--- src/rtl/sram_stage_sequencer.sv ---
// sram_stage_sequencer: top-level run sequencer and single-port SRAM owner.
// The UART upload ends when the port has been idle for RX_IDLE_CYCLES cycles.
// Stages then run in index order, skipping any stage whose bit is set in
// stage_skip. Outside a run the VGA reader owns the SRAM port.
// Optional feature macro: SEQ_WATCHDOG_EN (per-stage watchdog, sticky stage_error).
`timescale 1ns/1ps

module sram_stage_sequencer #(
  parameter int NUM_STAGES     = 3,
  parameter int ADDR_W         = 18,
  parameter int DATA_W         = 16,
  parameter int RX_IDLE_CYCLES = 50000000,
  parameter int WDOG_CYCLES    = 16777216,
  localparam int IDX_W         = (NUM_STAGES > 1) ? $clog2(NUM_STAGES) : 1
) (
  input  logic                         Clock,
  input  logic                         Reset,
  input  logic                         UART_RX_I,
  input  logic                         run_request,
  input  logic [NUM_STAGES-1:0]        stage_skip,
  input  logic [ADDR_W-1:0]            UART_SRAM_address,
  input  logic [DATA_W-1:0]            UART_SRAM_write_data,
  input  logic                         UART_SRAM_we_n,
  output logic                         UART_rx_initialize,
  output logic                         UART_rx_enable,
  output logic [NUM_STAGES-1:0]        stage_start,
  input  logic [NUM_STAGES-1:0]        stage_done,
  input  logic [NUM_STAGES*ADDR_W-1:0] stage_SRAM_address,
  input  logic [NUM_STAGES*DATA_W-1:0] stage_SRAM_write_data,
  input  logic [NUM_STAGES-1:0]        stage_SRAM_we_n,
  input  logic [ADDR_W-1:0]            VGA_SRAM_address,
  output logic                         VGA_enable,
  output logic [ADDR_W-1:0]            SRAM_address,
  output logic [DATA_W-1:0]            SRAM_write_data,
  output logic                         SRAM_we_n,
  output logic                         busy,
  output logic [IDX_W-1:0]             current_stage,
  output logic                         stage_error
);

  localparam int TIMER_W = $clog2(RX_IDLE_CYCLES + 1);

  typedef enum logic [1:0] {S_IDLE, S_RX, S_LAUNCH, S_WAIT} state_t;

  state_t                r_state, w_state_next;
  logic [IDX_W-1:0]      r_stage, w_stage_next;
  logic [NUM_STAGES-1:0] r_skip, w_skip_next;
  logic [TIMER_W-1:0]    r_timer, w_timer_next;
  logic                  r_init, w_init_next;
  logic                  r_en, w_en_next;
  logic                  r_vga, w_vga_next;

  logic                  w_rx_timeout;
  logic                  w_first_found;
  logic [IDX_W-1:0]      w_first_idx;
  logic                  w_next_found;
  logic [IDX_W-1:0]      w_next_idx;
  logic                  w_wdog_abort;

  logic [ADDR_W-1:0]     w_stg_addr [NUM_STAGES];
  logic [DATA_W-1:0]     w_stg_data [NUM_STAGES];

  // Unpack the flat per-stage SRAM buses and form the one-hot start pulse.
  generate
    for (genvar gi = 0; gi < NUM_STAGES; gi++) begin : g_stage
      assign w_stg_addr[gi]  = stage_SRAM_address[gi*ADDR_W +: ADDR_W];
      assign w_stg_data[gi]  = stage_SRAM_write_data[gi*DATA_W +: DATA_W];
      assign stage_start[gi] = (r_state == S_LAUNCH) && (r_stage == IDX_W'(gi));
    end
  endgenerate

  assign w_rx_timeout = (r_timer == TIMER_W'(RX_IDLE_CYCLES - 1));

  // Lowest non-skipped stage of the mask about to be latched for a new run.
  always_comb begin
    w_first_found = 1'b0;
    w_first_idx   = '0;
    for (int i = NUM_STAGES - 1; i >= 0; i--) begin
      if (!stage_skip[i]) begin
        w_first_found = 1'b1;
        w_first_idx   = IDX_W'(i);
      end
    end
  end

  // Lowest non-skipped stage strictly above the one currently running.
  always_comb begin
    w_next_found = 1'b0;
    w_next_idx   = '0;
    for (int i = NUM_STAGES - 1; i >= 0; i--) begin
      if (!r_skip[i] && (i > int'(r_stage))) begin
        w_next_found = 1'b1;
        w_next_idx   = IDX_W'(i);
      end
    end
  end

  // Next-state and registered-output logic of the run sequencer.
  always_comb begin
    w_state_next = r_state;
    w_stage_next = r_stage;
    w_skip_next  = r_skip;
    w_timer_next = r_timer;
    w_init_next  = r_init;
    w_en_next    = r_en;
    w_vga_next   = r_vga;
    case (r_state)
      S_IDLE: begin
        // A falling UART line outranks a simultaneous software re-run.
        if (!UART_RX_I) begin
          w_init_next  = 1'b1;
          w_vga_next   = 1'b0;
          w_timer_next = '0;
          w_state_next = S_RX;
        end else if (run_request) begin
          w_skip_next = stage_skip;
          if (w_first_found) begin
            w_stage_next = w_first_idx;
            w_vga_next   = 1'b0;
            w_state_next = S_LAUNCH;
          end
        end
      end
      S_RX: begin
        w_init_next = 1'b0;
        w_en_next   = 1'b1;
        if (!UART_SRAM_we_n) begin
          w_timer_next = '0;
        end else if (w_rx_timeout) begin
          w_skip_next = stage_skip;
          w_en_next   = 1'b0;
          if (w_first_found) begin
            w_stage_next = w_first_idx;
            w_state_next = S_LAUNCH;
          end else begin
            w_vga_next   = 1'b1;
            w_state_next = S_IDLE;
          end
        end else begin
          w_timer_next = r_timer + 1'b1;
        end
      end
      S_LAUNCH: begin
        w_state_next = S_WAIT;
      end
      S_WAIT: begin
        // Only the running stage's done bit matters here.
        if (stage_done[r_stage]) begin
          if (w_next_found) begin
            w_stage_next = w_next_idx;
            w_state_next = S_LAUNCH;
          end else begin
            w_stage_next = '0;
            w_vga_next   = 1'b1;
            w_state_next = S_IDLE;
          end
        end else if (w_wdog_abort) begin
          w_stage_next = '0;
          w_vga_next   = 1'b1;
          w_state_next = S_IDLE;
        end
      end
      default: begin
        w_state_next = S_IDLE;
      end
    endcase
  end

  // Sequencer state register.
  always_ff @(posedge Clock or posedge Reset) begin
    if (Reset) begin
      r_state <= S_IDLE;
      r_stage <= '0;
      r_skip  <= '0;
      r_timer <= '0;
      r_init  <= 1'b0;
      r_en    <= 1'b0;
      r_vga   <= 1'b1;
    end else begin
      r_state <= w_state_next;
      r_stage <= w_stage_next;
      r_skip  <= w_skip_next;
      r_timer <= w_timer_next;
      r_init  <= w_init_next;
      r_en    <= w_en_next;
      r_vga   <= w_vga_next;
    end
  end

`ifdef SEQ_WATCHDOG_EN
  localparam int WDOG_W = $clog2(WDOG_CYCLES + 1);

  logic [WDOG_W-1:0] r_wdog;
  logic [WDOG_W-1:0] w_wdog_inc;
  logic              r_error;
  logic              w_run_begin;

  // The limit counts the start cycle too, so a stage gets WDOG_CYCLES cycles.
  assign w_wdog_inc   = r_wdog + 1'b1;
  assign w_wdog_abort = (r_state == S_WAIT) && (w_wdog_inc == WDOG_W'(WDOG_CYCLES - 1));
  assign w_run_begin  = ((r_state == S_IDLE) && UART_RX_I && run_request) ||
                        ((r_state == S_RX) && UART_SRAM_we_n && w_rx_timeout);

  // Per-stage cycle counter and sticky abort flag.
  always_ff @(posedge Clock or posedge Reset) begin
    if (Reset) begin
      r_wdog  <= '0;
      r_error <= 1'b0;
    end else begin
      if (r_state == S_LAUNCH) begin
        r_wdog <= '0;
      end else if (r_state == S_WAIT) begin
        r_wdog <= w_wdog_inc;
      end
      if (w_run_begin) begin
        r_error <= 1'b0;
      end else if (w_wdog_abort && !stage_done[r_stage]) begin
        r_error <= 1'b1;
      end
    end
  end

  assign stage_error = r_error;
`else
  // No watchdog: a stage may take as long as it likes and never errors.
  assign w_wdog_abort = 1'b0;
  assign stage_error  = (WDOG_CYCLES < 0);
`endif

  // SRAM port ownership follows the phase.
  always_comb begin
    SRAM_address    = VGA_SRAM_address;
    SRAM_write_data = '0;
    SRAM_we_n       = 1'b1;
    case (r_state)
      S_RX: begin
        SRAM_address    = UART_SRAM_address;
        SRAM_write_data = UART_SRAM_write_data;
        SRAM_we_n       = UART_SRAM_we_n;
      end
      S_LAUNCH, S_WAIT: begin
        SRAM_address    = w_stg_addr[r_stage];
        SRAM_write_data = w_stg_data[r_stage];
        SRAM_we_n       = stage_SRAM_we_n[r_stage];
      end
      default: begin
        SRAM_address    = VGA_SRAM_address;
        SRAM_write_data = '0;
        SRAM_we_n       = 1'b1;
      end
    endcase
  end

  assign UART_rx_initialize = r_init;
  assign UART_rx_enable     = r_en;
  assign VGA_enable         = r_vga;
  assign busy               = (r_state != S_IDLE);
  assign current_stage      = r_stage;

endmodule

--- config.mk ---
export PLATFORM = sky130hd
export DESIGN_NAME = sram_stage_sequencer
export DESIGN_NICKNAME = d
export VERILOG_FILES = /design/src/rtl/sram_stage_sequencer.sv
export SDC_FILE = /design/constraint.sdc
export NUM_CORES = 1
export LEC_CHECK = 0
export BUFFER_PORTS_ARGS = -buffer_cell sky130_fd_sc_hd__buf_2
export CAP_MARGIN = 20
export CORE_MARGIN = 5
export CORE_UTILIZATION = 44
export DETAILED_ROUTE_END_ITERATION = 12
export PLACE_DENSITY = 0.83
export SLEW_MARGIN = 20
export SYNTH_ARGS = -nofsm -noshare
export SYNTH_HDL_FRONTEND = slang
export SYNTH_SLANG_ARGS = --single-unit
--- constraint.sdc ---
create_clock -name Clock -period 2.2 [get_ports Clock]
set_input_delay 0.22 -clock Clock [delete_from_list [all_inputs] [get_ports Clock]]
set_output_delay 0.22 -clock Clock [all_outputs]
set_load 0.02 [all_outputs]
==> flow_metrics.tcl, run 1 <==
set metrics [dict create \
    status "finished clean" \
    comb_power_share 0.701 \
    clockPowerShare 0.117 \
    final_util 0.633 \
    rows 31 \
    viasPerCell 5.64 \
    setup_viol_count_final 0 \
    worst_path_most_repeated_cell "o21ai_0" \
    avgRoutedWirePerCell_um 17.1 \
    synthToLayoutAreaGrowth_pct 38.2 \
    class_of_the_tightest_hold_or_removal_check "in -> async" \
    floorplan.io_pins 213 \
    route.antenna.remaining_nets 0 \
    grt_max_degree 49 \
    synth-edff-count 0 \
    ff2ff_path_depth 7 \
    clock_latency_reported_for_the_late_side_of_the_worst_skew_pair_ns 0.29 \
    chipHeight_um 97.4 \
    cts_root_buf "clkbuf_8" \
    syn-mean-instance-area_um2 7.41 \
    antenna_cells 0 \
    worstReg2RegStart "r_timer[1]$_DFFE_PP0P_" \
    hpwl_reported_at_the_end_of_detailed_placement_um 10100 \
    track_usage 0.255 \
    ys.warnings.count 0 \
    p_sw_w 0.00232 \
    grt-ovfl-total 0 \
    hold_viol_final 0 \
    cp-end-kind "flip-flop" \
    grt_antenna_before_repair 0 \
    synth_sequential_area_ratio 0.261 \
    tritoncts_num_sinks 35 \
    syn-instance-count 453 \
    crit_slowest_cell "dfrtp_2" \
    first_global_vias 3985 \
    syn_area_um2 3360 \
    worstPathCellList "ha_1, and3_1, and4b_1, a211o_4, buf_4, o21ai_0, o21ai_0" \
    timing.critical_path.max_delay_family "compound AO/OA/AOI/OAI gates" \
    routed-via-count 4252 \
    cp_data_arrival_time_ns 2.25 \
    clk_pin_slew_ns 0.07 \
    totalPowerFinal_w 0.00445 \
    coreArea_um2 7330 \
    synth_flop_cell "dfrtp_1" \
    worstSetupStartpointType "flip-flop" \
    drcViolationCount 0 \
    dieWidth_um 97.4 \
    postSynthRegisterBits 35 \
    rsz0062_at_grt "no" \
    drive_gt1_frac 0.394 \
    critical_path_class "reg -> reg" \
    grt_first_pass_wirelength_um 20200 \
    setup.reg_to_reg.worst_slack_ns 0.12 \
    final_max_slew_viol_count 0 \
    dpl-instance-area_um2 4510 \
    postRouteWirelength_um 12900 \
    clockBufferDepth 2 \
    power.switching_fraction 0.520 \
    powerDensity_nw_per_um2 959 \
    slowest_delay_ns 0.44 \
    critical_path.max_fanout 10 \
    cts_htree_levels 2 \
    io_buffer_count 211 \
    drv_cap 0 \
    dieArea_um2 9480 \
    tritoncts "built" \
    p_int_w 0.00214 \
    nets 823 \
    holdWs_ns 0.0136 \
    starting_density_of_the_core 0.458 \
    synth.distinct_cells 53 \
    detailedRoute.firstIterationViolations 397 \
    p_leak_nw 2.34 \
    tightestPinTransition_ns 0.534 \
    worst_ir_drop_vdd_uv 429 \
    cp.buffers_inverters 1 \
    cts_made_buffers 5 \
    fraction_of_registers_with_async_set_reset 1.00 \
    reg2reg_to "r_timer[12]$_DFFE_PP0P_" \
    max_slew_margin 0.643 \
    post-route-min-period_ns 2.08 \
    dr.pass1.iters 5 \
    fillerInstances 689 \
    finalSetupTns_ns 0 \
    final.period_utilization 0.946 \
    postSynthNetCount 622 \
    fmaxAchievable_mhz 481 \
    p_seq_frac 0.182 \
    crit_required_ns 2.37 \
    layout_skew_ns 0.00507 \
    postLayoutCellArea_um2 4640 \
    place.gp.congestion 1.01 \
]
[worst max path at each step]
stage | startpoint | to | slack (ns) | depth (start not counted)
6_report | r_timer[1]$_DFFE_PP0P_ | r_timer[12]$_DFFE_PP0P_ | 0.12 | 7
4_1_cts | r_state[1]$_DFFE_PP0P_ | stage_start[0] | 0.02 | 4
3_5_place_dp | r_timer[1]$_DFFE_PP0P_ | r_timer[2]$_DFFE_PP0P_ | 0.10 | 7
2_1_floorplan | current_stage[0]$_DFFE_PP0P_ | SRAM_write_data[0] | 0.15 | 6
3_3_place_gp | r_timer[1]$_DFFE_PP0P_ | r_timer[12]$_DFFE_PP0P_ | 0.18 | 7
5_1_grt | r_timer[1]$_DFFE_PP0P_ | r_timer[2]$_DFFE_PP0P_ | 0.005 | 7
[state kept, by name (all words and copies together), names as in the netlist]
register	cells
r_timer	26
current_stage	2
r_skip	2
r_state	2
UART_rx_enable	1
UART_rx_initialize	1
VGA_enable	1
[cells in the mapped netlist (6+ instances only)]
master	instances	area [um2]
o21ai_0	81	405
nand2_1	73	274
mux2i_1	54	541
nor2_1	37	139
dfrtp_1	34	851
a21oi_1	27	135
clkbuf_1	14	52.6
nand3_1	12	60.1
buf_2	11	55.1
o31ai_1	10	75.1
and3_1	8	50.1
a31oi_1	6	37.5
buf_1	6	22.5
mux2_2	6	67.6
nor3_1	6	30.0
[kinds of logic (layout without fill, tap and decap cells)]
| logic type | count (synthesis) | after routing | share of synthesized area |
|---|---|---|---|
| AND/OR/NAND/NOR | 171 | 171 | 0.250 |
| adder cells (fa/ha/maj) | 1 | 1 | 0.00373 |
| buffers and inverters | 40 | 242 | 0.0551 |
| flip-flops | 35 | 35 | 0.261 |
| XOR/XNOR | 4 | 4 | 0.0104 |
| other | 1 | 1 | 0.00112 |
| multiplexers | 60 | 60 | 0.181 |
| AO/OA/AOI/OAI | 141 | 141 | 0.237 |
[worst register-to-register path, stage by stage, from the launching register on]
cell     delay [ns]
dfrtp_2        0.44
ha_1           0.23
and3_1         0.24
and4b_1        0.21
a211o_4        0.38
buf_4          0.19
o21ai_0        0.16
o21ai_0        0.10
[final cells by class]
class | count | area (um2) | share of cell area
flip-flops and latches | 35 | 880 | 0.189
well taps | 99 | 124 | 0.0267
multi-input cells | 378 | 2310 | 0.498
repair inverters | 1 | 7.51 | 0.00162
inverters | 4 | 18.8 | 0.00404
repair buffers | 229 | 1200 | 0.258
clock buffers | 8 | 100 | 0.0216
[through the flow]
stage                     cells  worst slack [ns]
after floorplan             453             0.154
after global placement      745             0.180
after detailed placement    745             0.104
after CTS                   753            0.0157
after global routing        754           0.00534
final                       754             0.119
[power groups by stage]
stage	combinational [W]	sequential, W	clock (W)
6_report	0.00312	0.000809	0.000523
5_1_grt	0.00339	0.000819	0.000562
4_1_cts	0.00304	0.000802	0.000528
3_5_place_dp	0.00303	0.000814	0
3_3_place_gp	0.00297	0.000806	0
2_1_floorplan	0.00208	0.000828	0
[placed cells by master (no fill, tap or decap), types with 3 or more instances in the layout]
cell	n
nand2b_1	4
o21ai_1	3
mux2_2	6
o41ai_1	5
nor3_1	6
nand2_1	73
clkbuf_8	7
nor2_1	37
a21oi_1	27
buf_2	211
o21ai_0	78
a31oi_1	6
o31ai_1	10
inv_1	3
xor2_1	3
buf_4	16
nor4_1	4
nand3_1	12
and4_1	3
and3_1	8
nand4_1	5
dfrtp_1	32
mux2i_1	54
[per-layer routing]
metal  wire length [um]  track usage  up-vias
li1                   -            -     2042
met1               5040        0.323     1995
met2               6590        0.441      197
met3               1050       0.0524       18
met4                209       0.0650        0
met5                  0            0        -
[timing repair]
item,CTS,global route
gates resized for setup,0,11
buffers inserted,0,0
setup endpoints to repair,0,36
hold buffers,0,0
Note: power is estimated with default switching activity, not from simulation.
==> run 2: changes to the inputs <==
--- a/config.mk
+++ b/config.mk
@@ -8,9 +8,9 @@
 export BUFFER_PORTS_ARGS = -buffer_cell sky130_fd_sc_hd__buf_2
 export CAP_MARGIN = 20
 export CORE_MARGIN = 5
-export CORE_UTILIZATION = 44
+export CORE_UTILIZATION = 47
 export DETAILED_ROUTE_END_ITERATION = 12
-export PLACE_DENSITY = 0.83
+export PLACE_DENSITY = 0.88
 export SLEW_MARGIN = 20
 export SYNTH_ARGS = -nofsm -noshare
 export SYNTH_HDL_FRONTEND = slang
==> constraint.sdc (replaced) <==
create_clock -name Clock -period 2.5 [get_ports Clock]
set_input_delay 0.25 -clock Clock [delete_from_list [all_inputs] [get_ports Clock]]
set_output_delay 0.25 -clock Clock [all_outputs]
set_load 0.02 [all_outputs]
==> flow_metrics.tcl, run 2 (same netlist as run 1, synthesis figures left out) <==
set metrics [dict create \
    status "finished clean" \
    cts_htree_levels 2 \
    dr.pass1.iters 5 \
    clockBufferDepth 2 \
    clock_latency_reported_for_the_late_side_of_the_worst_skew_pair_ns 0.29 \
    routed-via-count 4294 \
    worstReg2RegStart "r_timer[0]$_DFFE_PP0P_" \
    commonest_cells_after_routing_fill_and_taps_aside "211 x buf_2, 81 x o21ai_0, 73 x nand2_1" \
    footprint_of_the_multi_input_gates_um2 2300 \
    worst-path-stages 6 \
    slowest_delay_ns 0.59 \
    drv_cap 0 \
    crit_required_ns 2.65 \
    drcViolationCount 0 \
    finalSetupTns_ns 0 \
    fillerInstances 594 \
    dieArea_um2 8940 \
    coreArea_um2 6870 \
    worstPathCellList "ha_1, and3_1, and4b_1, a211o_1, o21ai_0, o21ai_0" \
    critical_path_class "reg -> reg" \
    io_buffer_count 211 \
    clk_pin_slew_ns 0.08 \
    ff2ff_path_depth 6 \
    hold_viol_final 0 \
    p_sw_w 0.00203 \
    hpwl_reported_at_the_end_of_detailed_placement_um 10500 \
    worst_path_most_repeated_cell "o21ai_0" \
    postLayoutCellArea_um2 4620 \
    place.gp.congestion 0.982 \
    post_cts_hold_buffer_count 0 \
    nets 819 \
    cp-end-kind "flip-flop" \
    tritoncts_num_sinks 35 \
    final-seq-area_um2 878 \
    final.period_utilization 0.922 \
    post_cts_resize_count 0 \
    rows 30 \
    layout_skew_ns 0.00915 \
    detailedRoute.firstIterationViolations 374 \
    clockPowerShare 0.153 \
    avgRoutedWirePerCell_um 17.8 \
    dieWidth_um 94.5 \
    comb_power_share 0.667 \
    postRouteWirelength_um 13300 \
    cts_setup_buffers 0 \
    grt_max_degree 28 \
    final_max_slew_viol_count 0 \
    reg2reg_to "r_timer[11]$_DFFE_PP0P_" \
    route.antenna.remaining_nets 0 \
    track_usage 0.282 \
    p_seq_frac 0.180 \
    worst_ir_drop_vdd_uv 369 \
    cts_root_buf "clkbuf_8" \
    layout_commonest_cell "buf_2" \
    dpl-instance-area_um2 4480 \
    endpoint "r_timer[11]$_DFFE_PP0P_" \
    timing.critical_path.max_delay_family "compound AO/OA/AOI/OAI gates" \
    crit_start "r_timer[0]$_DFFE_PP0P_" \
    synthToLayoutAreaGrowth_pct 37.4 \
    cp_data_arrival_time_ns 2.45 \
    setup.reg_to_reg.worst_slack_ns 0.20 \
    tightestPinTransition_ns 0.825 \
    chipHeight_um 94.5 \
    crit_slowest_cell "a211o_1" \
    power.switching_fraction 0.505 \
    powerDensity_nw_per_um2 870 \
    first_global_vias 4012 \
    fmaxAchievable_mhz 434 \
    largest_register "r_timer" \
    class_of_the_tightest_hold_or_removal_check "in -> async" \
    p_leak_nw 2.34 \
    max_slew_margin 0.450 \
    grt_first_pass_wirelength_um 19900 \
    p_int_w 0.00199 \
    largest_register_ff_count 26 \
    critical_path.max_fanout 27 \
    cts_made_buffers 5 \
    floorplan.io_pins 213 \
    post-route-min-period_ns 2.30 \
    cp.buffers_inverters 0 \
    worstSetupStartpointType "flip-flop" \
    starting_density_of_the_core 0.489 \
    grt_antenna_before_repair 1 \
    grt-ovfl-total 0 \
    tritoncts "built" \
    drive_gt1_frac 0.384 \
    rsz0062_at_grt "no" \
    setup_viol_count_final 0 \
    viasPerCell 5.74 \
]
run 2: per-layer routing:
layer  part of all wire  track usage
met5                  0            0
met4              0.030       0.0986
met3              0.082       0.0462
met2               0.50        0.493
met1               0.39        0.349
run 2: power by group through the flow:
stage          combinational [W]  clock (W)  sequential, W
3_5_place_dp             0.00266          0       0.000732
4_1_cts                  0.00267   0.000620       0.000720
6_report                 0.00268   0.000614       0.000724
5_1_grt                  0.00293   0.000644       0.000735
3_3_place_gp             0.00260          0       0.000723
2_1_floorplan            0.00183          0       0.000728
run 2: how the worst min path moves through the flow:
stage                            startpoint                         end  cells after the start
global placement                      Reset      r_timer[6]$_DFFE_PP0P_                      2
finish                                Reset       r_skip[1]$_DFFE_PP0P_                      2
CTS                                   Reset      r_timer[9]$_DFFE_PP0P_                      2
detailed placement  r_timer[23]$_DFFE_PP0P_     r_timer[23]$_DFFE_PP0P_                      1
floorplan                             Reset  UART_rx_enable$_DFFE_PP0N_                      1
global route                          Reset      r_timer[6]$_DFFE_PP0P_                      2
run 2: cell type report:
class / instances / area share
multi-input combinational: 378 / 0.498
clock inverter: 2 / 0.0130
inverter: 4 / 0.00325
sequential: 35 / 0.190
antenna: 1 / 0.000542
tap: 96 / 0.0260
timing repair buffer: 226 / 0.253
clock buffer: 6 / 0.0157
run 2: stage by stage:
| step | util | hold slack (ns) | power (W) | setup WS (ns) | std cells |
|---|---|---|---|---|---|
| after global routing | 0.672 | 0.197 | 0.00431 | 0.0105 | 748 |
| after CTS | 0.672 | 0.167 | 0.00401 | 0.204 | 747 |
| final | 0.672 | 0.122 | 0.00402 | 0.195 | 748 |
| after floorplan | - | 0.402 | 0.00256 | 0.424 | 453 |
| after detailed placement | 0.652 | 0.472 | 0.00340 | 0.207 | 739 |
| after global placement | 0.652 | 0.446 | 0.00333 | 0.335 | 739 |
run 2: worst reg2reg max path: stages, from the launching register on:
cell	delay [ns]
dfrtp_1	0.44
ha_1	0.26
and3_1	0.24
and4b_1	0.21
a211o_1	0.59
o21ai_0	0.30
o21ai_0	0.13
==> run 3: changes to the inputs <==
--- a/config.mk
+++ b/config.mk
@@ -10,6 +10,7 @@
 export CORE_MARGIN = 5
 export CORE_UTILIZATION = 47
 export DETAILED_ROUTE_END_ITERATION = 12
+export GPL_TIMING_DRIVEN = 0
 export PLACE_DENSITY = 0.88
 export SLEW_MARGIN = 20
 export SYNTH_ARGS = -nofsm -noshare
==> flow_metrics.tcl, run 3 (same netlist as run 1, synthesis figures left out) <==
set metrics [dict create \
    critical_path.max_fanout 10 \
    p_sw_w 0.00214 \
    final_max_slew_viol_count 0 \
    worstReg2RegStart "r_timer[0]$_DFFE_PP0P_" \
    layout_skew_ns 0.00707 \
    crit_start "r_state[0]$_DFFE_PP0P_" \
    worstSetupStartpointType "flip-flop" \
    drcViolationCount 0 \
    commonest_cells_after_routing_fill_and_taps_aside "223 x buf_2, 81 x o21ai_0, 73 x nand2_1" \
    worstPathCellList "buf_2, buf_1, mux2i_1, o21ai_0, buf_2" \
    postLayoutSetupSlackWorst_ns 0.114 \
    route.antenna.remaining_nets 0 \
    grt_first_pass_wirelength_um 20700 \
    nets 839 \
    p_leak_nw 2.37 \
    cts_setup_buffers 0 \
    hpwl_reported_at_the_end_of_detailed_placement_um 11400 \
    worst_ir_drop_vdd_uv 456 \
    clockPowerShare 0.148 \
    drive_gt1_frac 0.382 \
    tritoncts_num_sinks 35 \
    cp-end-kind "output port" \
    chipHeight_um 94.5 \
    grt_max_degree 36 \
    powerDensity_nw_per_um2 885 \
    first_global_vias 4221 \
    largest_register "r_timer" \
    grt-ovfl-total 0 \
    rsz0062_at_grt "no" \
    footprint_of_the_multi_input_gates_um2 2310 \
    finalSetupTns_ns 0 \
    comb_power_share 0.680 \
    slowest_delay_ns 0.58 \
    layout_commonest_cell "buf_2" \
    floorplan.io_pins 213 \
    fmaxAchievable_mhz 419 \
    worst_path_most_repeated_cell "buf_2" \
    hold_viol_final 0 \
    cp_data_arrival_time_ns 2.14 \
    viasPerCell 5.79 \
    final.period_utilization 0.954 \
    critical_path_class "reg -> out" \
    place.gp.congestion 0.982 \
    clockBufferDepth 2 \
    place_worst_setup_slack_ns 0.192 \
    io_buffer_count 211 \
    postRouteWirelength_um 14200 \
    max_slew_margin 0.522 \
    tritoncts "built" \
    class_of_the_tightest_hold_or_removal_check "in -> async" \
    crit_slowest_cell "buf_1" \
    largest_register_ff_count 26 \
    drv_cap 0 \
    setup_viol_count_final 0 \
    starting_density_of_the_core 0.489 \
    dieWidth_um 94.5 \
    holdWs_ns 0.0764 \
    p_int_w 0.00201 \
    dieArea_um2 8940 \
    cts_root_buf "clkbuf_8" \
    cts_htree_levels 2 \
    crit_required_ns 2.25 \
    rows 30 \
    track_usage 0.296 \
    power.switching_fraction 0.515 \
    grt_antenna_before_repair 4 \
    dr.pass1.iters 7 \
    detailedRoute.firstIterationViolations 384 \
    p_seq_frac 0.172 \
    final-seq-area_um2 877 \
    tightestPinTransition_ns 0.716 \
    coreArea_um2 6870 \
    avgRoutedWirePerCell_um 18.4 \
    clock_latency_reported_for_the_late_side_of_the_worst_skew_pair_ns 0.29 \
    cts_made_buffers 5 \
    synthToLayoutAreaGrowth_pct 39.6 \
    routed-via-count 4451 \
    status "finished clean" \
    fillerInstances 569 \
    clk_pin_slew_ns 0.07 \
    post_cts_hold_buffer_count 0 \
    post-route-min-period_ns 2.39 \
]
==> run 3: cell count changes in the layout (fill, tap and decap cells not counted), sizes merged <==
cell	previous run	this run
clkinvlp	0	1
buf	226	232
clkbuf	6	19
diode	1	2
==> run 3: area by class of cell <==
class | instances | share of cell area
clock inverter | 3 | 0.0144
sequential | 35 | 0.187
buffer | 35 | 0.0363
antenna | 2 | 0.00107
multi-input combinational | 378 | 0.492
clock buffer | 5 | 0.0147
inverter | 4 | 0.00320
timing repair buffer | 211 | 0.225
tap | 96 | 0.0256
==> run 3: worst paths after layout <==
kind | end | slack (ns) | cells past startpoint
max | SRAM_address[14] | 0.11 | 5
min | r_timer[0]$_DFFE_PP0P_ | 0.08 | 2
max reg2reg | r_timer[17]$_DFFE_PP0P_ | 0.27 | 7
min reg2reg | r_timer[15]$_DFFE_PP0P_ | 0.49 | 1
max in group asynchronous | r_timer[19]$_DFFE_PP0P_ | 1.96 | 2
min in group Clock | UART_rx_initialize$_DFFE_PP0P_ | 0.24 | 4
==> run 3: layer usage <==
metal,wire [um],GRT usage
met2,6840,0.510
met3,1520,0.0980
met1,5310,0.333
met4,475,0.130
met5,19,0
==> run 3: stage by stage <==
| step | cells | util | total power, W | cell area, um2 |
|---|---|---|---|---|
| after floorplan | 453 | - | 0.00256 | 3360 |
| after global placement | 760 | 0.660 | 0.00342 | 4530 |
| after detailed placement | 760 | 0.660 | 0.00347 | 4530 |
| after CTS | 768 | 0.681 | 0.00410 | 4680 |
| after global routing | 769 | 0.682 | 0.00441 | 4690 |
| final | 769 | 0.682 | 0.00415 | 4690 |
==> run 3: repair_timing <==
action	CTS	global route
resized for setup	3	4
setup endpoints to repair	2	15
pin swaps	0	0
==> run 3: power groups by stage <==
stage / combinational [W] / clock [W] / sequential (W)
2_1_floorplan: 0.00183 / 0 / 0.000728
3_3_place_gp: 0.00272 / 0 / 0.000707
3_5_place_dp: 0.00276 / 0 / 0.000711
4_1_cts: 0.00278 / 0.000616 / 0.000700
5_1_grt: 0.00304 / 0.000643 / 0.000727
6_report: 0.00282 / 0.000613 / 0.000713
==> run 3: worst max-delay path: cells and delay by family, from the launching register on <==
kind / cells / cell delay, ns
flops: 1 / 0.38
mux: 1 / 0.17
buf+inv: 3 / 1.08
compound gates: 1 / 0.22
